## src/rtl/serdes_pkg.sv

```systemverilog
// Shared types and constants for the serdes TX/RX sequencer.
// State typedefs, parameter defaults and counter widths.
package serdes_pkg;

  typedef enum logic [1:0] {
    TX_IDLE  = 2'd0,
    TX_LOAD  = 2'd1,
    TX_SHIFT = 2'd2,
    TX_GAP   = 2'd3
  } tx_state_t;

  typedef enum logic [1:0] {
    RX_IDLE    = 2'd0,
    RX_SHIFT   = 2'd1,
    RX_CAPTURE = 2'd2
  } rx_state_t;

  localparam int BITS_DEF       = 8;
  localparam int GAP_CYCLES_DEF = 2;
  localparam int CNT_W          = 4;
  localparam int FRAME_CNT_W    = 8;

endpackage

```

## src/rtl/serdes_rx_seq.sv

```systemverilog
// RX sequencer: frame sync -> BITS shift-in cycles -> one capture cycle.
// Holds the captured byte until handshaked; flags dropped frames sticky.
//
// state      | meaning
// RX_IDLE    | waiting for rx_sof
// RX_SHIFT   | data_en asserted, BITS cycles
// RX_CAPTURE | sample ser_data_in into the holding register
module serdes_rx_seq
  import serdes_pkg::*;
#(
  parameter int BITS = BITS_DEF
) (
  input  logic       clk,
  input  logic       rst_n,
  input  logic       rx_sof,
  input  logic [7:0] ser_data_in,
  input  logic       rx_ready,
  output logic       data_en,
  output logic       rx_valid,
  output logic [7:0] rx_data,
  output logic       rx_overrun,
  output logic       capture
);

  localparam logic [CNT_W-1:0] BITS_LD = CNT_W'(BITS - 1);

  rx_state_t         state_q, state_d;
  logic [CNT_W-1:0]  cnt_q, cnt_d;

  always_ff @(posedge clk or negedge rst_n) begin
    if (!rst_n) begin
      state_q <= RX_IDLE;
      cnt_q   <= '0;
    end else begin
      state_q <= state_d;
      cnt_q   <= cnt_d;
    end
  end

  always_comb begin
    state_d = state_q;
    cnt_d   = cnt_q;
    data_en = 1'b0;
    capture = 1'b0;
    case (state_q)
      RX_IDLE: begin
        if (rx_sof) begin
          state_d = RX_SHIFT;
          cnt_d   = BITS_LD;
        end
      end
      RX_SHIFT: begin
        data_en = 1'b1;
        if (cnt_q == '0) state_d = RX_CAPTURE;
        else             cnt_d   = cnt_q - CNT_W'(1);
      end
      RX_CAPTURE: begin
        capture = 1'b1;
        state_d = RX_IDLE;
      end
      default: state_d = RX_IDLE;
    endcase
  end

  // A capture that meets an un-consumed byte drops the new one.
  always_ff @(posedge clk or negedge rst_n) begin
    if (!rst_n) begin
      rx_valid   <= 1'b0;
      rx_data    <= 8'h00;
      rx_overrun <= 1'b0;
    end else if (capture) begin
      if (rx_valid && !rx_ready) begin
        rx_overrun <= 1'b1;
      end else begin
        rx_data  <= ser_data_in;
        rx_valid <= 1'b1;
      end
    end else if (rx_valid && rx_ready) begin
      rx_valid <= 1'b0;
    end
  end

endmodule

```

## src/rtl/serdes_seq.sv

```systemverilog
// Serdes TX/RX sequencer top: inline TX FSM plus serdes_rx_seq instance.
// Define SERDES_FRAME_CNT_EN to add tx_count/rx_count frame counters.
//
// state    | meaning
// TX_IDLE  | tx_ready high, waiting for a byte
// TX_LOAD  | par_en strobe for one cycle
// TX_SHIFT | ser_en for BITS cycles, tx_sof on the first
// TX_GAP   | GAP_CYCLES idle cycles before the next byte
module serdes_seq
  import serdes_pkg::*;
#(
  parameter int BITS       = BITS_DEF,
  parameter int GAP_CYCLES = GAP_CYCLES_DEF
) (
  input  logic       clk,
  input  logic       rst_n,
  input  logic       tx_valid,
  input  logic [7:0] tx_data,
  output logic       tx_ready,
  output logic [7:0] data_8b_out,
  output logic       par_en,
  output logic       ser_en,
  output logic       tx_sof,
  input  logic       rx_sof,
  output logic       data_en,
  input  logic [7:0] ser_data_in,
  output logic       rx_valid,
  output logic [7:0] rx_data,
  input  logic       rx_ready,
  output logic       rx_overrun
`ifdef SERDES_FRAME_CNT_EN
  ,
  output logic [FRAME_CNT_W-1:0] tx_count,
  output logic [FRAME_CNT_W-1:0] rx_count
`endif
);

  localparam logic [CNT_W-1:0] BITS_LD = CNT_W'(BITS - 1);
  localparam logic [CNT_W-1:0] GAP_LD  = CNT_W'(GAP_CYCLES - 1);

  tx_state_t         state_q, state_d;
  logic [CNT_W-1:0]  cnt_q, cnt_d;
  logic              init_q;
  logic              shift_done;
  logic              rx_capture;

  // init_q keeps tx_ready low until the first clock out of reset.
  always_ff @(posedge clk or negedge rst_n) begin
    if (!rst_n) begin
      state_q     <= TX_IDLE;
      cnt_q       <= '0;
      init_q      <= 1'b0;
      data_8b_out <= 8'h00;
    end else begin
      state_q <= state_d;
      cnt_q   <= cnt_d;
      init_q  <= 1'b1;
      if (tx_valid && tx_ready) data_8b_out <= tx_data;
    end
  end

  always_comb begin
    state_d    = state_q;
    cnt_d      = cnt_q;
    tx_ready   = 1'b0;
    par_en     = 1'b0;
    ser_en     = 1'b0;
    tx_sof     = 1'b0;
    shift_done = 1'b0;
    case (state_q)
      TX_IDLE: begin
        tx_ready = init_q;
        if (tx_valid && init_q) state_d = TX_LOAD;
      end
      TX_LOAD: begin
        par_en  = 1'b1;
        state_d = TX_SHIFT;
        cnt_d   = BITS_LD;
      end
      TX_SHIFT: begin
        ser_en = 1'b1;
        tx_sof = (cnt_q == BITS_LD);
        if (cnt_q == '0) begin
          shift_done = 1'b1;
          if (GAP_CYCLES == 0) begin
            state_d = TX_IDLE;
          end else begin
            state_d = TX_GAP;
            cnt_d   = GAP_LD;
          end
        end else begin
          cnt_d = cnt_q - CNT_W'(1);
        end
      end
      TX_GAP: begin
        if (cnt_q == '0) state_d = TX_IDLE;
        else             cnt_d   = cnt_q - CNT_W'(1);
      end
      default: state_d = TX_IDLE;
    endcase
  end

  serdes_rx_seq #(.BITS(BITS)) u_rx (
    .clk        (clk),
    .rst_n      (rst_n),
    .rx_sof     (rx_sof),
    .ser_data_in(ser_data_in),
    .rx_ready   (rx_ready),
    .data_en    (data_en),
    .rx_valid   (rx_valid),
    .rx_data    (rx_data),
    .rx_overrun (rx_overrun),
    .capture    (rx_capture)
  );

`ifdef SERDES_FRAME_CNT_EN
  always_ff @(posedge clk or negedge rst_n) begin
    if (!rst_n) begin
      tx_count <= '0;
      rx_count <= '0;
    end else begin
      if (shift_done) tx_count <= tx_count + FRAME_CNT_W'(1);
      if (rx_capture) rx_count <= rx_count + FRAME_CNT_W'(1);
    end
  end
`else
  logic unused_frame_evt;
  assign unused_frame_evt = shift_done ^ rx_capture;
`endif

endmodule
```

## config.mk

```make
export PLATFORM = sky130hd
export DESIGN_NAME = serdes_seq
export DESIGN_NICKNAME = d
export VERILOG_FILES = /design/src/rtl/serdes_pkg.sv /design/src/rtl/serdes_rx_seq.sv /design/src/rtl/serdes_seq.sv
export SDC_FILE = /design/constraint.sdc
export NUM_CORES = 1
export LEC_CHECK = 0
export ABC_AREA = 1
export BUFFER_PORTS_ARGS = -buffer_cell sky130_fd_sc_hd__buf_2
export CORE_MARGIN = 8
export CORE_UTILIZATION = 45
export DETAILED_ROUTE_END_ITERATION = 8
export HOLD_SLACK_MARGIN = 0.06
export PLACE_DENSITY = 0.74
export SLEW_MARGIN = 30
export SYNTH_ARGS = -nofsm -noshare
export SYNTH_HDL_FRONTEND = slang
export SYNTH_SLANG_ARGS = --single-unit
```

## constraint.sdc

```tcl
create_clock -name clk -period 1.6 [get_ports clk]
set_clock_uncertainty 0.2 [all_clocks]
set_input_delay 0.08 -clock clk [delete_from_list [all_inputs] [get_ports clk]]
set_output_delay 0.08 -clock clk [all_outputs]
set_load 0.02 [all_outputs]
```

==> out/results.ini <==
[logic_synthesis]
synthTopCellsByCount = nand2_1, dfrtp_1, inv_1, nand3_1, nor2_1
yosysTopAreaCellShare_pct = 52.7
synth-main-ff-cell = dfrtp_1
synthCells = 156
yosys_warnings = 0
synth_area_leader_cell = dfrtp_1
synth_edf_count = 0
synth.net_count = 186
synth_seq_cells = 31
ys_types = 20
ys_seq_area_share_pct = 52.7
async_flop_share_pct = 100
synth.area.top_cells = dfrtp_1, nand2_1, ha_1
yosysMostFrequentCell = nand2_1
syn_avg_cell_area_um2 = 9.43
syn_area_mm2 = 0.00147

[detailed_routing]
ant_nets = 0
drt-initial-drc-count = 66
vias = 1271
wl_per_cell_um = 12.6
drc = 0
firstDrtPassIters = 4
routed_wl_mm = 3.50
avgViaCountPerCell = 4.57

[power]
power_density_mw_per_mm2 = 1930
finalPower_mw = 4.14
leakagePower_nw = 1.14
irDropWorstVdd_uv = 1020

[run]
cap_viol_max_count = 0

[final_layout]
drive_above_1_share_pct = 39.3
area_growth_pct = 45.8
n_fill_cell = 237
multi_input_area_um2 = 671
regArea_um2 = 777
postLayoutCellArea_mm2 = 0.00215
antenna-diode-count = 0
final_nets = 263

[timing]
fmax_ghz = 0.630
finalCritPeriodShare_pct = 99.2
finalSetupViolations = 0
final.setup.tns_ns = 0
tightest_slew_ns = 0.666
min_period_ns = 1.59
rsz0062_at_grt = yes
hold_viol = 0
relSlewSlack_pct = 55.6
finalMaxSlewViolations = 0

[global_routing]
grt_pass1_wl_mm = 5.71
grt-ovfl-total = 0
grt_pass1_vias = 1286
grt_antenna_before_repair = 0
grt_max_degree = 32
grt_usage_pct = 13.9

[critical_path]
startpoint = state_q[0]
worst_path_most_repeated_cell = nand2_2
cp_top_family = simple AND/OR/NAND/NOR gates
critPathMaxStageDelay_ns = 0.40
cp.depth = 7
critPathLaunchType = flip-flop
crit_slowest_cell = dfrtp_1
critPathArrivalTime_ns = 1.62
endpoint_kind = flip-flop
critPathKind = reg2reg
critical_path_required_ns = 1.63
critPathMaxFanout = 4
crit_chain = buf_4 -> ha_2 -> or2_1 -> nand2_2 -> nand2_2 -> nor2_1 -> a21oi_1
cp.buffers_inverters = 1
regToRegStartpoint = state_q[0]
reg2reg_depth = 7

[clock_network]
clk_path_buf_depth = 2
clk_pin_slew_ns = 0.10
cts_tree = yes
insertion_delay_ns = 0.33
htree_levels = 2
cts.sinks = 31
root_buffer = clkbuf_4
cts_buffers = 5

[floorplanning]
die-area_mm2 = 0.00536
start_util_pct = 47.8
die_h_um = 73.2
die_w_um = 73.2
num_rows = 20
top_level_ports = 44
coreArea_mm2 = 0.00308

[placed_design]
hpwl_mm = 2.30
numPortBuffers = 43
placed_area_mm2 = 0.00177
gp_congestion = 0.876

[status]
status = finished clean

[hold_path]
min_path_type = in2async

[logic make-up (layout without fill, tap and decap cells)]
family	after synthesis	after routing	synth area share (%)
AO/OA/AOI/OAI	9	9	3.23
XOR/XNOR	1	1	0.595
adder cells (fa/ha/maj)	9	9	7.65
buffers and inverters	18	96	4.59
flip-flops	31	31	52.7
multiplexers	8	8	6.12
other	1	1	0.255
AND/OR/NAND/NOR	79	79	24.8
[path summary, 6_finish.rpt]
path	end	slack, ns
worst max-delay path	state_q[1]	0.01
worst min-delay path	u_rx.cnt_q[1]	0.11
worst max register to register	state_q[1]	0.01
worst min register to register	u_rx.rx_overrun	0.26
max in group asynchronous	state_q[1]	0.63
min in group clk	u_rx.rx_overrun	0.26
[routing by layer]
metal  global-route usage, %  routed length [µm]  vias up
met4                    6.22                  77        0
met3                    4.95                 170        8
met1                    14.8                1430      592
met5                       0                   0        -
met2                    23.8                1820       25
li1                        -                   -      646
[worst reg2reg max path, cell delays in order (launching register included)]
cell and delay, ns:
dfrtp_1 0.40, buf_4 0.14, ha_2 0.19, or2_1 0.23
nand2_2 0.10, nand2_2 0.08, nor2_1 0.10, a21oi_1 0.05
[flip-flops by register name, indices dropped and copies added (netlist names)]
name,flops
cnt_q,4
u_rx.rx_valid,1
state_q,2
u_rx.rx_overrun,1
init_q,1
u_rx.cnt_q,4
u_rx.state_q,2
u_rx.rx_data,8
data_8b_out,8
[per-stage QoR]
step	utilization, %	instances	worst slack (ns)	hold slack, ns
2_1_floorplan	-	156	0.00237	-0.416
3_3_place_gp	57.6	246	0.0394	-0.0406
3_5_place_dp	57.6	246	-0.0339	-0.0449
4_1_cts	69.1	278	-0.00114	0.117
5_1_grt	69.7	278	-0.0482	0.172
6_report	69.7	278	0.0129	0.109
[area by class of cell]
type | count | area share [%]
Inverter | 18 | 3.27
Multi-Input combinational cell | 107 | 31.3
Clock buffer | 6 | 2.39
Clock inverter | 2 | 1.63
Timing Repair Buffer | 70 | 22.7
Tap cell | 44 | 2.57
Sequential cell | 31 | 36.2
[what timing repair did]
item	in CTS	in global routing
setup buffers	4	0
endpoints found under the hold margin	56	0
setup endpoints to repair	12	16
pin swaps	5	2
gates resized for setup	16	6
hold buffers	20	0
[cells in the final DEF, fill, tap and decap left out]
cell	instances
nand2_2	5
clkbuf_8	1
bufinv_16	1
dfrtp_1	30
nor2_4	4
buf_2	40
or2_1	1
a21oi_1	2
clkbuf_4	5
ha_2	4
inv_1	10
ha_1	4
conb_1	1
nor3_1	1
dfrtp_2	1
ha_4	1
buf_6	3
inv_2	7
nand4_1	1
xnor2_1	1
dlygate4sd3_1	20
inv_4	1
nand2_1	38
o21ai_1	4
clkinv_2	1
nand2_4	3
nand3_1	14
mux2_2	8
buf_4	7
nor2_1	12
o21ai_0	2
a21o_1	1
[report_power, final]
part | internal, mW | switching (mW) | total (mW) | leakage [nW]
Combinational | 0.868 | 1.27 | 2.14 | 0.718
Sequential | 1.14 | 0.225 | 1.37 | 0.371
Clock | 0.369 | 0.266 | 0.635 | 0.0482
Total | 2.38 | 1.76 | 4.14 | 1.14
(Power assumes the default switching activity.)
